<file path="src/rtl/shake_pkg.sv">
// Shared SHAKE constants and the squeeze-phase state encoding.
// Rates are in bytes per Keccak block for each SHAKE variant.
package shake_pkg;

  localparam int unsigned RATE_SHAKE128_BYTES = 168;
  localparam int unsigned RATE_SHAKE256_BYTES = 136;

  typedef enum logic [2:0] {
    IDLE      = 3'd0,
    WAIT_DUMP = 3'd1,
    PERMUTE   = 3'd2,
    DRAIN     = 3'd3,
    FINISH    = 3'd4
  } squeeze_state_t;

endpackage

</file>
<file path="src/rtl/squeeze_scheduler.sv">
// Squeeze-phase sequencer: hands rate-sized blocks to the dump stage, one per visit to WAIT_DUMP,
// overlapping each handoff with the next permutation; dump_available low stalls it indefinitely.
module squeeze_scheduler
  import shake_pkg::*;
#(
  parameter int LEN_W = 32,
  parameter int CNT_W = 8
) (
  input  logic             clk,
  input  logic             rst,
  input  logic             start,
  input  logic             shake256,
  input  logic [LEN_W-1:0] out_len,
  output logic             perm_start,
  input  logic             perm_done,
  input  logic             dump_available,
  output logic             dump_we,
  output logic             dump_last,
  output logic [CNT_W-1:0] dump_bytes,
  output logic             busy,
  output logic             done
);

  squeeze_state_t   state, state_nxt;
  logic [LEN_W-1:0] remaining, remaining_nxt;
  logic [CNT_W-1:0] rate, rate_nxt;
  logic [LEN_W-1:0] rate_ext;
  logic             last_blk;

  logic             perm_start_c;
  logic             dump_we_c;
  logic             dump_last_c;
  logic [CNT_W-1:0] dump_bytes_c;
  logic             done_c;

  assign rate_ext = LEN_W'(rate);
  assign last_blk = (remaining <= rate_ext);

  always_ff @(posedge clk) begin
    if (rst) begin
      state     <= IDLE;
      remaining <= '0;
      rate      <= CNT_W'(RATE_SHAKE128_BYTES);
    end else begin
      state     <= state_nxt;
      remaining <= remaining_nxt;
      rate      <= rate_nxt;
    end
  end

  always_comb begin
    state_nxt     = state;
    remaining_nxt = remaining;
    rate_nxt      = rate;
    perm_start_c  = 1'b0;
    dump_we_c     = 1'b0;
    dump_last_c   = 1'b0;
    dump_bytes_c  = '0;
    done_c        = 1'b0;

    case (state)
      IDLE: begin
        if (start) begin
          if (out_len != '0) begin
            remaining_nxt = out_len;
            rate_nxt      = shake256 ? CNT_W'(RATE_SHAKE256_BYTES)
                                     : CNT_W'(RATE_SHAKE128_BYTES);
            state_nxt     = WAIT_DUMP;
          end else begin
            state_nxt = FINISH;
          end
        end
      end

      WAIT_DUMP: begin
        if (dump_available) begin
          dump_we_c    = 1'b1;
          dump_last_c  = last_blk;
          dump_bytes_c = last_blk ? remaining[CNT_W-1:0] : rate;
          if (last_blk) begin
            state_nxt = DRAIN;
          end else begin
            // Only reached when remaining > rate, so no underflow.
            remaining_nxt = remaining - rate_ext;
            perm_start_c  = 1'b1;
            state_nxt     = PERMUTE;
          end
        end
      end

      PERMUTE: begin
        if (perm_done) state_nxt = WAIT_DUMP;
      end

      DRAIN: begin
        // dump_available drops while the dump stage writes out the final block.
        if (dump_available) state_nxt = FINISH;
      end

      FINISH: begin
        done_c    = 1'b1;
        state_nxt = IDLE;
      end

      default: state_nxt = IDLE;
    endcase
  end

  // Suppress every pulse while reset is held so nothing escapes in the reset cycle.
  assign perm_start = perm_start_c & ~rst;
  assign dump_we    = dump_we_c & ~rst;
  assign dump_last  = dump_last_c & ~rst;
  assign dump_bytes = rst ? '0 : dump_bytes_c;
  assign done       = done_c & ~rst;
  assign busy       = (state != IDLE);

endmodule

</file>
<file path="config.mk">
export PLATFORM = sky130hd
export DESIGN_NAME = squeeze_scheduler
export DESIGN_NICKNAME = d
export VERILOG_FILES = /design/src/rtl/shake_pkg.sv /design/src/rtl/squeeze_scheduler.sv
export SDC_FILE = /design/constraint.sdc
export NUM_CORES = 1
export LEC_CHECK = 0
export CAP_MARGIN = 20
export CELL_PAD_IN_SITES_DETAIL_PLACEMENT = 0
export CELL_PAD_IN_SITES_GLOBAL_PLACEMENT = 2
export CORE_MARGIN = 2
export CORE_UTILIZATION = 33
export CTS_BUF_LIST = sky130_fd_sc_hd__clkbuf_4 sky130_fd_sc_hd__clkbuf_8
export CTS_CLUSTER_SIZE = 24
export DETAILED_ROUTE_END_ITERATION = 10
export HOLD_SLACK_MARGIN = 0.03
export PLACE_DENSITY = 0.93
export REMOVE_ABC_BUFFERS = 1
export SLEW_MARGIN = 40
export SYNTH_ARGS = -nofsm -noshare
export SYNTH_HDL_FRONTEND = slang
export SYNTH_SLANG_ARGS = --single-unit
export TNS_END_PERCENT = 5
</file>
<file path="constraint.sdc">
create_clock -name clk -period 5.8 [get_ports clk]
set_input_delay 1.16 -clock clk [delete_from_list [all_inputs] [get_ports clk]]
set_output_delay 1.16 -clock clk [all_outputs]
set_load 0.05 [all_outputs]
</file>
==> impl_metrics.csv, run 1 <==
group,metric,value,unit
routing,average_wire_length_per_cell_after_detail_routing,17.67,µm
synth,synth_cells,331,
timing,worst_slew_pin_slew,0.8246,ns
placement,globalplace.congestion,0.7817,
setup_path,critical_path.endpoint_type,"output port",
run_status,status,"complete, no violations",
setup_path,cp.required,4.64,ns
clock_network,hold_buf_count_cts,0,
min_path,hold_path.class,"reg2reg",
synth,yosys_register_bits,36,
routing,pre_antenna_drt_iters,4,
timing,slew_headroom,44.91,%
timing,setup_viol_count_final,0,
synth,synth.cells.most_frequent,"sky130_fd_sc_hd__dfxtp_1, sky130_fd_sc_hd__a21oi_1, sky130_fd_sc_hd__nand2_1",
timing,timing.final.crit_period,4.501,ns
placement,post-place-ws,1.550,ns
power_and_ir_drop,cellLeakagePower,0.001110,µW
final_layout,drive_gt1_share,7.084,%
floorplanning,fp-row-count,31,
job,timing.max_cap.violations,0,
placement,io_buffer_count,50,
synth,synth.avg_cell_area,7.613,µm²
timing,hold_viol,0,
clock_network,insertion_delay,0.29,ns
routing,totalWireLength,8234,µm
clock_network,cts_tree,"yes",
global_route,grt_pass1_vias,2608,
clock_network,postCtsSetupBuffers,0,
timing,fin_hold_ws,0.4825,ns
clock_network,cts.sinks,36,
timing,final-max-slew-violation-count,0,
clock_network,cts_resized,0,
synth,post_synthesis_instance_area,0.002520,mm²
setup_path,startpoint_type_of_the_worst_setup_path,"flop",
synth,largest_area_contributor_in_the_synthesized_netlist,"sky130_fd_sc_hd__dfxtp_1",
global_route,first_pass_grt_wire_length,13480,µm
timing,fin_setup_tns,0,ns
routing,vias,2735,
final_layout,area_growth_syn_to_layout,25.52,%
timing,timing.final.crit_share,77.60,%
routing,postRouteAntennaNets,0,
synth,postSynth.asyncResetShare,0,%
final_layout,final_antenna_diode_count,0,
final_layout,fin_nets,406,
synth,synth_sequential_area_ratio,28.60,%
floorplanning,core_area,0.007331,mm²
global_route,grt.total_usage,19.80,%
floorplanning,initial_utilization,34.37,%
routing,total_drc_errors_in_the_routed_layout,0,
floorplanning,floorplan.io_pins,51,
synth,netlist-cell-type-count,61,
clock_network,cts_inserted_buffers,5,
routing,viasPerCell,5.869,
global_route,grt_antenna_before_repair,0,
floorplanning,chip_height,91.39,µm
timing,fmax,0.2222,GHz
timing,finalClockSkew,0.003104,ns
timing,rsz_0062_raised_after_global_routing,"false",
synth,synthTopCellsByArea,"sky130_fd_sc_hd__dfxtp_1, sky130_fd_sc_hd__a21oi_1, sky130_fd_sc_hd__o32ai_1",
global_route,largest_net_degree_at_the_start_of_global_routing,49,
power_and_ir_drop,cellPowerDensity,272.4,mW/mm²
global_route,grt-ovfl-total,0,
clock_network,cts-root-to-sink-buffers,2,
setup_path,worstPathMaxFanout,6,
clock_network,clk_transition_reported_paths,0.08,ns
timing,worst_slack,1.299,ns
synth,count_of_warnings_emitted_by_yosys,0,
floorplanning,dieArea,0.008351,mm²
routing,detail_route.iter0.violations,166,
clock_network,h-tree-depth,2,
power_and_ir_drop,power.ir.vdd_worst,74.51,µV
floorplanning,die_w,91.39,µm
synth,synth.most_common_cell,"sky130_fd_sc_hd__dfxtp_1",
setup_path,setup.worst_path.class,"reg2out",
synth,synth_enable_flop_cells,0,
synth,synth-main-ff-cell,"sky130_fd_sc_hd__dfxtp_1",
synth,synth.top_cell.area_share,28.60,%
setup_path,timing.critical_path.arrival,3.34,ns
clock_network,cts_root_buffer,"sky130_fd_sc_hd__clkbuf_8",
placement,dp_hpwl,5517,µm
critical path, cell delays in order (launching register included):
cell and delay [ns]:
sky130_fd_sc_hd__dfxtp_1 0.36, sky130_fd_sc_hd__inv_1 0.05, sky130_fd_sc_hd__ha_1 0.30, sky130_fd_sc_hd__o21a_1 0.15, sky130_fd_sc_hd__o31ai_1 0.44, sky130_fd_sc_hd__a21oi_1 0.19, sky130_fd_sc_hd__or2_1 0.37, sky130_fd_sc_hd__nor3_4 0.23
sky130_fd_sc_hd__and2_1 0.16, sky130_fd_sc_hd__clkdlybuf4s50_1 0.80
placed cells by master (no fill, tap or decap), drive strengths merged, types with 3 or more instances in the layout:
master / synthesis / layout
clkdlybuf4s50: 0 / 50
dfxtp: 36 / 36
a21oi: 34 / 34
nand2: 33 / 33
nor2: 31 / 31
nor3: 21 / 21
nor4: 20 / 20
o32ai: 15 / 15
o21ai: 11 / 11
inv: 9 / 9
clkbuf: 19 / 8
nand3: 7 / 7
mux2i: 7 / 7
a22oi: 7 / 7
o21a: 6 / 6
nand4: 5 / 5
and2: 5 / 5
nand2b: 4 / 4
or3: 3 / 3
a31oi: 3 / 3
o221a: 3 / 3
a221oi: 3 / 3
o22ai: 3 / 3
a32o: 3 / 3
buf: 6 / 3
nor3b: 3 / 3
power breakdown:
part | switching (µW) | internal (µW) | leakage (µW) | total (µW)
sequential | 36.1 | 278 | 0.000296 | 314
clock | 97.3 | 106 | 0.0000523 | 204
combinational | 209 | 135 | 0.000761 | 344
routing by layer:
| metal | wire length [µm] | vias up | global-route usage, % | part of all wire, % |
|---|---|---|---|---|
| li1 | - | 1346 | - | - |
| met1 | 3764 | 1298 | 27.81 | 46 |
| met2 | 3826 | 78 | 31.00 | 46 |
| met3 | 514 | 13 | 3.402 | 6.2 |
| met4 | 128 | 0 | 5.556 | 1.6 |
| met5 | 0 | - | 0 | 0 |
flip-flops by register name, indices dropped and copies added, names as in the netlist:
signal	flops
rate	1
remaining	32
state	3
per-stage QoR:
| stage | instances | instance area (µm²) | total power, µW | utilization (%) |
|---|---|---|---|---|
| final | 466 | 3163 | 861.6 | 43.15 |
| after global routing | 466 | 3163 | 916.0 | 43.15 |
| after CTS | 466 | 3163 | 864.3 | 43.15 |
| after detailed placement | 458 | 3065 | 659.9 | 41.82 |
| after global placement | 458 | 3063 | 657.4 | 41.78 |
| after floorplan | 306 | 2410 | 543.0 | - |
worst paths after layout:
kind                 startpoint       endpoint  slack, ns  depth (start not counted)
hold reg to reg   remaining[30]  remaining[30]       0.48                          2
setup / recovery        rate[5]  dump_bytes[0]       1.30                          9
hold / removal    remaining[30]  remaining[30]       0.48                          2
setup reg to reg        rate[5]  remaining[15]       2.94                          8
cells by family after synthesis:
logic type | Yosys count | share of synthesized area (%)
xor+xnor | 2 | 0.6953
mux | 7 | 2.781
flops | 36 | 28.60
fa+ha+maj | 2 | 0.9929
buf+inv | 34 | 5.710
simple gates | 143 | 31.33
compound gates | 107 | 29.89
final cells by class:
class / count / area (µm²)
well taps: 99 / 123.9
repair buffers: 53 / 523.0
clock buffers: 8 / 97.59
inverters: 9 / 33.78
fillers: 760 / 4168
multi-input cells: 261 / 1664
flip-flops and latches: 36 / 720.7
(Power assumes the default switching activity.)
==> run 2: changes to the inputs <==
CORE_UTILIZATION = 30   (was 33)
PLACE_DENSITY = 0.86   (was 0.93)
clock period = 4.4 ns   (was 5.8 ns; I/O delays follow)
==> impl_metrics.csv, run 2 (synthesis results as in run 1) <==
group,metric,value,unit
clock_network,cts_tree,"yes",
final_layout,top_reg_by_flops,"remaining",
routing,vias,2752,
setup_path,startpoint_type_of_the_worst_setup_path,"flop",
setup_path,rr_endpoint,"remaining[21]",
timing,fin_hold_ws,0.4815,ns
job,timing.max_cap.violations,0,
global_route,largest_net_degree_at_the_start_of_global_routing,49,
clock_network,h-tree-depth,2,
floorplanning,core_area,0.008175,mm²
clock_network,cts_root_buffer,"sky130_fd_sc_hd__clkbuf_8",
routing,total_drc_errors_in_the_routed_layout,0,
floorplanning,fp-row-count,33,
floorplanning,chip_height,95.65,µm
final_layout,final_antenna_diode_count,0,
timing,worst_slew_pin_slew,0.7923,ns
timing,finalClockSkew,0.006817,ns
final_layout,fillCellCount,868,
global_route,grt.total_usage,19.09,%
timing,fmax,0.2422,GHz
global_route,grt-ovfl-total,0,
routing,average_wire_length_per_cell_after_detail_routing,18.21,µm
timing,timing.final.crit_period,4.128,ns
power_and_ir_drop,cellPowerDensity,354.4,mW/mm²
clock_network,cts_resized,0,
min_path,worstHoldEndpoint,"remaining[23]",
floorplanning,die_w,95.65,µm
setup_path,worstPathMaxFanout,6,
placement,globalplace.congestion,0.8024,
setup_path,timing.critical_path.cells,"nor3_2 -> nand3_1 -> or4_4 -> or2_1 -> mux2i_1 -> nor3_1 -> clkdlybuf4s50_1",
setup_path,crit_path_start,"remaining[24]",
final_layout,layout_common_cells,"sky130_fd_sc_hd__clkdlybuf4s50_1, sky130_fd_sc_hd__dfxtp_1, sky130_fd_sc_hd__a21oi_1",
clock_network,postCtsSetupBuffers,0,
floorplanning,dieArea,0.009149,mm²
setup_path,worst-r2r-cell-count,6,
final_layout,fin_nets,407,
setup_path,critical_path.endpoint_type,"output port",
global_route,grt_pass1_vias,2652,
setup_path,crit_path_top_delay_cell,"sky130_fd_sc_hd__clkdlybuf4s50_1",
floorplanning,floorplan.io_pins,51,
global_route,first_pass_grt_wire_length,13620,µm
setup_path,critical-path-max-stage-delay,0.82,ns
final_layout,layout.cells.most_common,"sky130_fd_sc_hd__clkdlybuf4s50_1",
routing,viasPerCell,5.831,
final_layout,area_growth_syn_to_layout,24.53,%
clock_network,clk_transition_reported_paths,0.08,ns
timing,hold_viol,0,
routing,postRouteAntennaNets,0,
timing,final-max-slew-violation-count,0,
setup_path,setup.worst_path.class,"reg2out",
routing,detail_route.iter0.violations,237,
final_layout,drive_gt1_share,10.35,%
setup_path,r2r_slack,1.53,ns
timing,worst_slack,0.2716,ns
run_status,status,"complete, no violations",
clock_network,cts_inserted_buffers,5,
final_layout,instances_no_fill,472,
clock_network,cts-root-to-sink-buffers,2,
clock_network,hold_buf_count_cts,0,
timing,setup_viol_count_final,0,
clock_network,cts.sinks,36,
setup_path,timing.critical_path.buf_inv,1,
min_path,min_from,"remaining[23]",
floorplanning,initial_utilization,30.82,%
final_layout,register_area,720.7,µm²
min_path,hold_path.class,"reg2reg",
clock_network,insertion_delay,0.29,ns
placement,io_buffer_count,50,
placement,place_inst,465,
placement,post-place-ws,0.6056,ns
timing,fin_setup_tns,0,ns
timing,slew_headroom,46.78,%
final_layout,multi_input_area,0.001668,mm²
final_layout,final_design_area_no_fill,0.003138,mm²
placement,dp_hpwl,5743,µm
setup_path,critical_path.top_delay_family,"simple AND/OR/NAND/NOR gates",
power_and_ir_drop,power.ir.vdd_worst,122.8,µV
setup_path,timing.critical_path.arrival,3.25,ns
placement,placedInstanceArea,0.003053,mm²
power_and_ir_drop,cellLeakagePower,0.001125,µW
final_layout,largestRegisters,"remaining (32), state (3), rate (1)",
timing,timing.final.crit_share,93.83,%
setup_path,cp.required,3.52,ns
min_path,cell_depth_of_the_worst_min_delay_path,2,
routing,pre_antenna_drt_iters,4,
final_layout,flip_flop_count_of_the_largest_register_after_layout,32,
global_route,grt_antenna_before_repair,0,
setup_path,critical_path.reg2reg.startpoint,"remaining[24]",
timing,rsz_0062_raised_after_global_routing,"false",
routing,totalWireLength,8594,µm
-- run 2: cell count changes in the layout (fill, tap and decap cells not counted), sizes merged --
cell	before	now
inv	9	8
clkdlybuf4s50	50	39
buf	3	15
clkinv	0	2
clkbuf	8	6
-- run 2: per-layer routing --
| metal | routed length [µm] | part of all wire, % | up-vias | global-route usage [%] |
|---|---|---|---|---|
| li1 | - | - | 1340 | - |
| met1 | 4132 | 48 | 1316 | 25.70 |
| met2 | 3986 | 46 | 84 | 32.05 |
| met3 | 382 | 4.4 | 12 | 2.846 |
| met4 | 93 | 1.1 | 0 | 4.524 |
| met5 | 0 | 0 | - | 0 |
-- run 2: report_power, final --
part / leakage (µW) / switching, µW / total, µW / internal [µW]
sequential: 0.000296 / 47.2 / 414 / 366
combinational: 0.000784 / 280 / 459 / 179
clock: 0.0000445 / 125 / 239 / 114
total: 0.00113 / 453 / 1110 / 659
-- run 2: final cells by class --
type	count	share of cell area, %
multi-input combinational	261	53.15
sequential	36	22.97
timing repair buffer	54	16.03
tap	105	4.187
clock buffer	6	2.432
inverter	9	1.077
clock inverter	1	0.1595
-- run 2: how the worst max path moves through the flow --
stage	slack (ns)	cells after the start	end
5_1_grt	0.02	9	dump_bytes[5]
2_1_floorplan	0.14	3	dump_bytes[4]
3_3_place_gp	0.65	7	dump_bytes[5]
3_5_place_dp	0.61	9	dump_bytes[5]
6_report	0.27	7	dump_bytes[5]
4_1_cts	0.28	9	dump_bytes[5]
-- run 2: tightest hold or removal path: cells and delay by family (launching register included) --
kind | cells | cell delay [ns]
flops | 1 | 0.31
compound gates | 1 | 0.07
simple gates | 1 | 0.05
-- run 2: through the flow --
stage          util, %  total power (µW)
6_report         38.38              1112
5_1_grt          38.38              1179
4_1_cts          38.34              1107
3_5_place_dp     37.34             873.8
3_3_place_gp     37.31             872.2
2_1_floorplan        -             715.8
==> run 3: changes to the inputs <==
CORE_MARGIN = not set   (was 2)
MAX_ROUTING_LAYER = met4   (was not set)
==> impl_metrics.csv, run 3 (synthesis results as in run 1) <==
group,metric,value,unit
floorplanning,floorplan.io_pins,51,
placement,place_inst,465,
clock_network,insertion_delay,0.29,ns
power_and_ir_drop,cellLeakagePower,0.001133,µW
clock_network,cts_resized,0,
final_layout,area_growth_syn_to_layout,25.02,%
final_layout,instances_no_fill,473,
routing,pre_antenna_drt_iters,4,
power_and_ir_drop,pwr-share-seq,36.4,%
setup_path,critical_path.top_delay_family,"buffers and inverters",
global_route,grt_pass1_vias,2618,
timing,hold_viol,0,
power_and_ir_drop,power.net_switching,448.6,µW
power_and_ir_drop,clock_power_share,23.2,%
clock_network,cts.sinks,36,
placement,placedInstanceArea,0.003053,mm²
job,timing.max_cap.violations,0,
setup_path,critical_path.reg2reg.startpoint,"rate[5]",
clock_network,cts_root_buffer,"sky130_fd_sc_hd__clkbuf_8",
setup_path,timing.critical_path.buf_inv,2,
final_layout,fillCellCount,887,
timing,slew_headroom,47.15,%
floorplanning,fp-row-count,33,
timing,timing.final.crit_share,93.29,%
routing,postRouteAntennaNets,0,
min_path,cell_depth_of_the_worst_min_delay_path,2,
timing,fin_setup_tns,0,ns
final_layout,final_antenna_diode_count,0,
power_and_ir_drop,report.power.total,1134,µW
setup_path,cp.required,3.52,ns
timing,setup_viol_count_final,0,
global_route,grt.total_usage,20.52,%
routing,average_wire_length_per_cell_after_detail_routing,17.96,µm
final_layout,final_design_area_no_fill,0.003151,mm²
clock_network,cts_tree,"yes",
setup_path,critical-path-max-stage-delay,0.82,ns
power_and_ir_drop,sw_frac_of_total,39.56,%
clock_network,cts_inserted_buffers,5,
global_route,largest_net_degree_at_the_start_of_global_routing,49,
global_route,grt_antenna_before_repair,0,
final_layout,drive_gt1_share,10.33,%
final_layout,top_reg_by_flops,"remaining",
floorplanning,core_area,0.008175,mm²
setup_path,startpoint_type_of_the_worst_setup_path,"flop",
final_layout,layout.cells.most_common,"sky130_fd_sc_hd__clkdlybuf4s50_1",
setup_path,timing.critical_path.arrival,3.22,ns
placement,globalplace.congestion,0.7829,
power_and_ir_drop,cellPowerDensity,359.9,mW/mm²
power_and_ir_drop,power.share.combinational,40.4,%
floorplanning,dieArea,0.008770,mm²
placement,io_buffer_count,50,
setup_path,rr_endpoint,"remaining[3]",
setup_path,worst-r2r-cell-count,8,
setup_path,setup.worst_path.class,"reg2out",
timing,timing.final.crit_period,4.105,ns
min_path,hold_path.class,"reg2reg",
timing,fmax,0.2436,GHz
timing,worst_slew_pin_slew,0.7910,ns
final_layout,final_util,38.54,%
setup_path,critical_path.endpoint_type,"output port",
floorplanning,die_w,93.65,µm
setup_path,worstPathMaxFanout,6,
routing,viasPerCell,5.858,
global_route,first_pass_grt_wire_length,13680,µm
routing,total_drc_errors_in_the_routed_layout,0,
power_and_ir_drop,power.ir.vdd_worst,123.3,µV
timing,final-max-slew-violation-count,0,
routing,vias,2771,
routing,totalWireLength,8496,µm
clock_network,cts-root-to-sink-buffers,2,
power_and_ir_drop,internal-power,685.4,µW
global_route,grt-ovfl-total,0,
clock_network,hold_buf_count_cts,0,
run_status,status,"complete, no violations",
clock_network,clk_transition_reported_paths,0.08,ns
final_layout,flip_flop_count_of_the_largest_register_after_layout,32,
final_layout,fin_nets,407,
placement,dp_hpwl,5747,µm
min_path,worstHoldEndpoint,"remaining[23]",
setup_path,timing.critical_path.cells,"inv_1 -> ha_1 -> o21a_1 -> o31ai_1 -> a21oi_1 -> or2_1 -> mux2i_1 -> nor3_1 -> clkdlybuf4s50_1",
final_layout,layout_common_cells,"sky130_fd_sc_hd__clkdlybuf4s50_1, sky130_fd_sc_hd__dfxtp_1, sky130_fd_sc_hd__a21oi_1",
floorplanning,initial_utilization,30.82,%
floorplanning,chip_height,93.65,µm
timing,rsz_0062_raised_after_global_routing,"false",
min_path,min_from,"remaining[23]",
timing,finalClockSkew,0.006481,ns
setup_path,crit_path_top_delay_cell,"sky130_fd_sc_hd__clkdlybuf4s50_1",
routing,detail_route.iter0.violations,163,
final_layout,largestRegisters,"remaining (32), state (3), rate (1)",
clock_network,h-tree-depth,2,
clock_network,postCtsSetupBuffers,0,
setup_path,r2r_slack,1.54,ns
run 3: cell count changes in the layout (fill, tap and decap cells not counted):
cell	change
sky130_fd_sc_hd__a21boi_1	+1
sky130_fd_sc_hd__a21boi_2	-1
sky130_fd_sc_hd__clkbuf_4	+1
sky130_fd_sc_hd__clkbuf_8	+1
sky130_fd_sc_hd__clkinv_2	-1
run 3: power groups by stage:
| stage | Sequential, µW | Combinational (µW) | Clock, µW |
|---|---|---|---|
| after floorplan | 408 | 308 | 0 |
| after global placement | 418 | 452 | 0 |
| after detailed placement | 419 | 454 | 0 |
| after CTS | 412 | 455 | 266 |
| after global routing | 418 | 505 | 277 |
| final | 413 | 458 | 263 |
run 3: layout make-up:
class                           instances  area, µm²  share of cell area [%]
Clock buffer                            8      97.59                   3.098
Timing Repair Buffer                   54      503.0                   15.97
Tap cell                              105      131.4                   4.170
Multi-Input combinational cell        261       1664                   52.82
Sequential cell                        36      720.7                   22.88
Inverter                                9      33.78                   1.072
run 3: worst max path at each step:
stage | from | end | slack (ns) | depth (start not counted)
after detailed placement | rate[5] | dump_bytes[5] | 0.62 | 9
after global routing | rate[5] | dump_bytes[5] | 0.01 | 9
after floorplan | state[0] | dump_bytes[4] | 0.14 | 3
final | rate[5] | dump_bytes[5] | 0.30 | 9
after CTS | rate[5] | dump_bytes[5] | 0.30 | 9
after global placement | remaining[12] | dump_bytes[5] | 0.65 | 7
run 3: tightest hold or removal path, cell delays in order (launching register included):
cell and delay, ns:
sky130_fd_sc_hd__dfxtp_1 0.31, sky130_fd_sc_hd__nand2_1 0.05, sky130_fd_sc_hd__o32ai_1 0.07
run 3: per-stage QoR:
stage	setup slack [ns]	hold slack, ns
2_1_floorplan	0.1356	0.4501
3_5_place_dp	0.6237	0.4627
4_1_cts	0.2962	0.4765
3_3_place_gp	0.6546	0.4590
5_1_grt	0.01042	0.4966
6_report	0.2954	0.4784
run 3: layer usage:
metal  routed length [µm]  global-route usage, %
met1                 3904                  26.22
met2                 4148                  34.93
met3                  388                  2.751
met4                   55                  3.718
met5                    0                      -
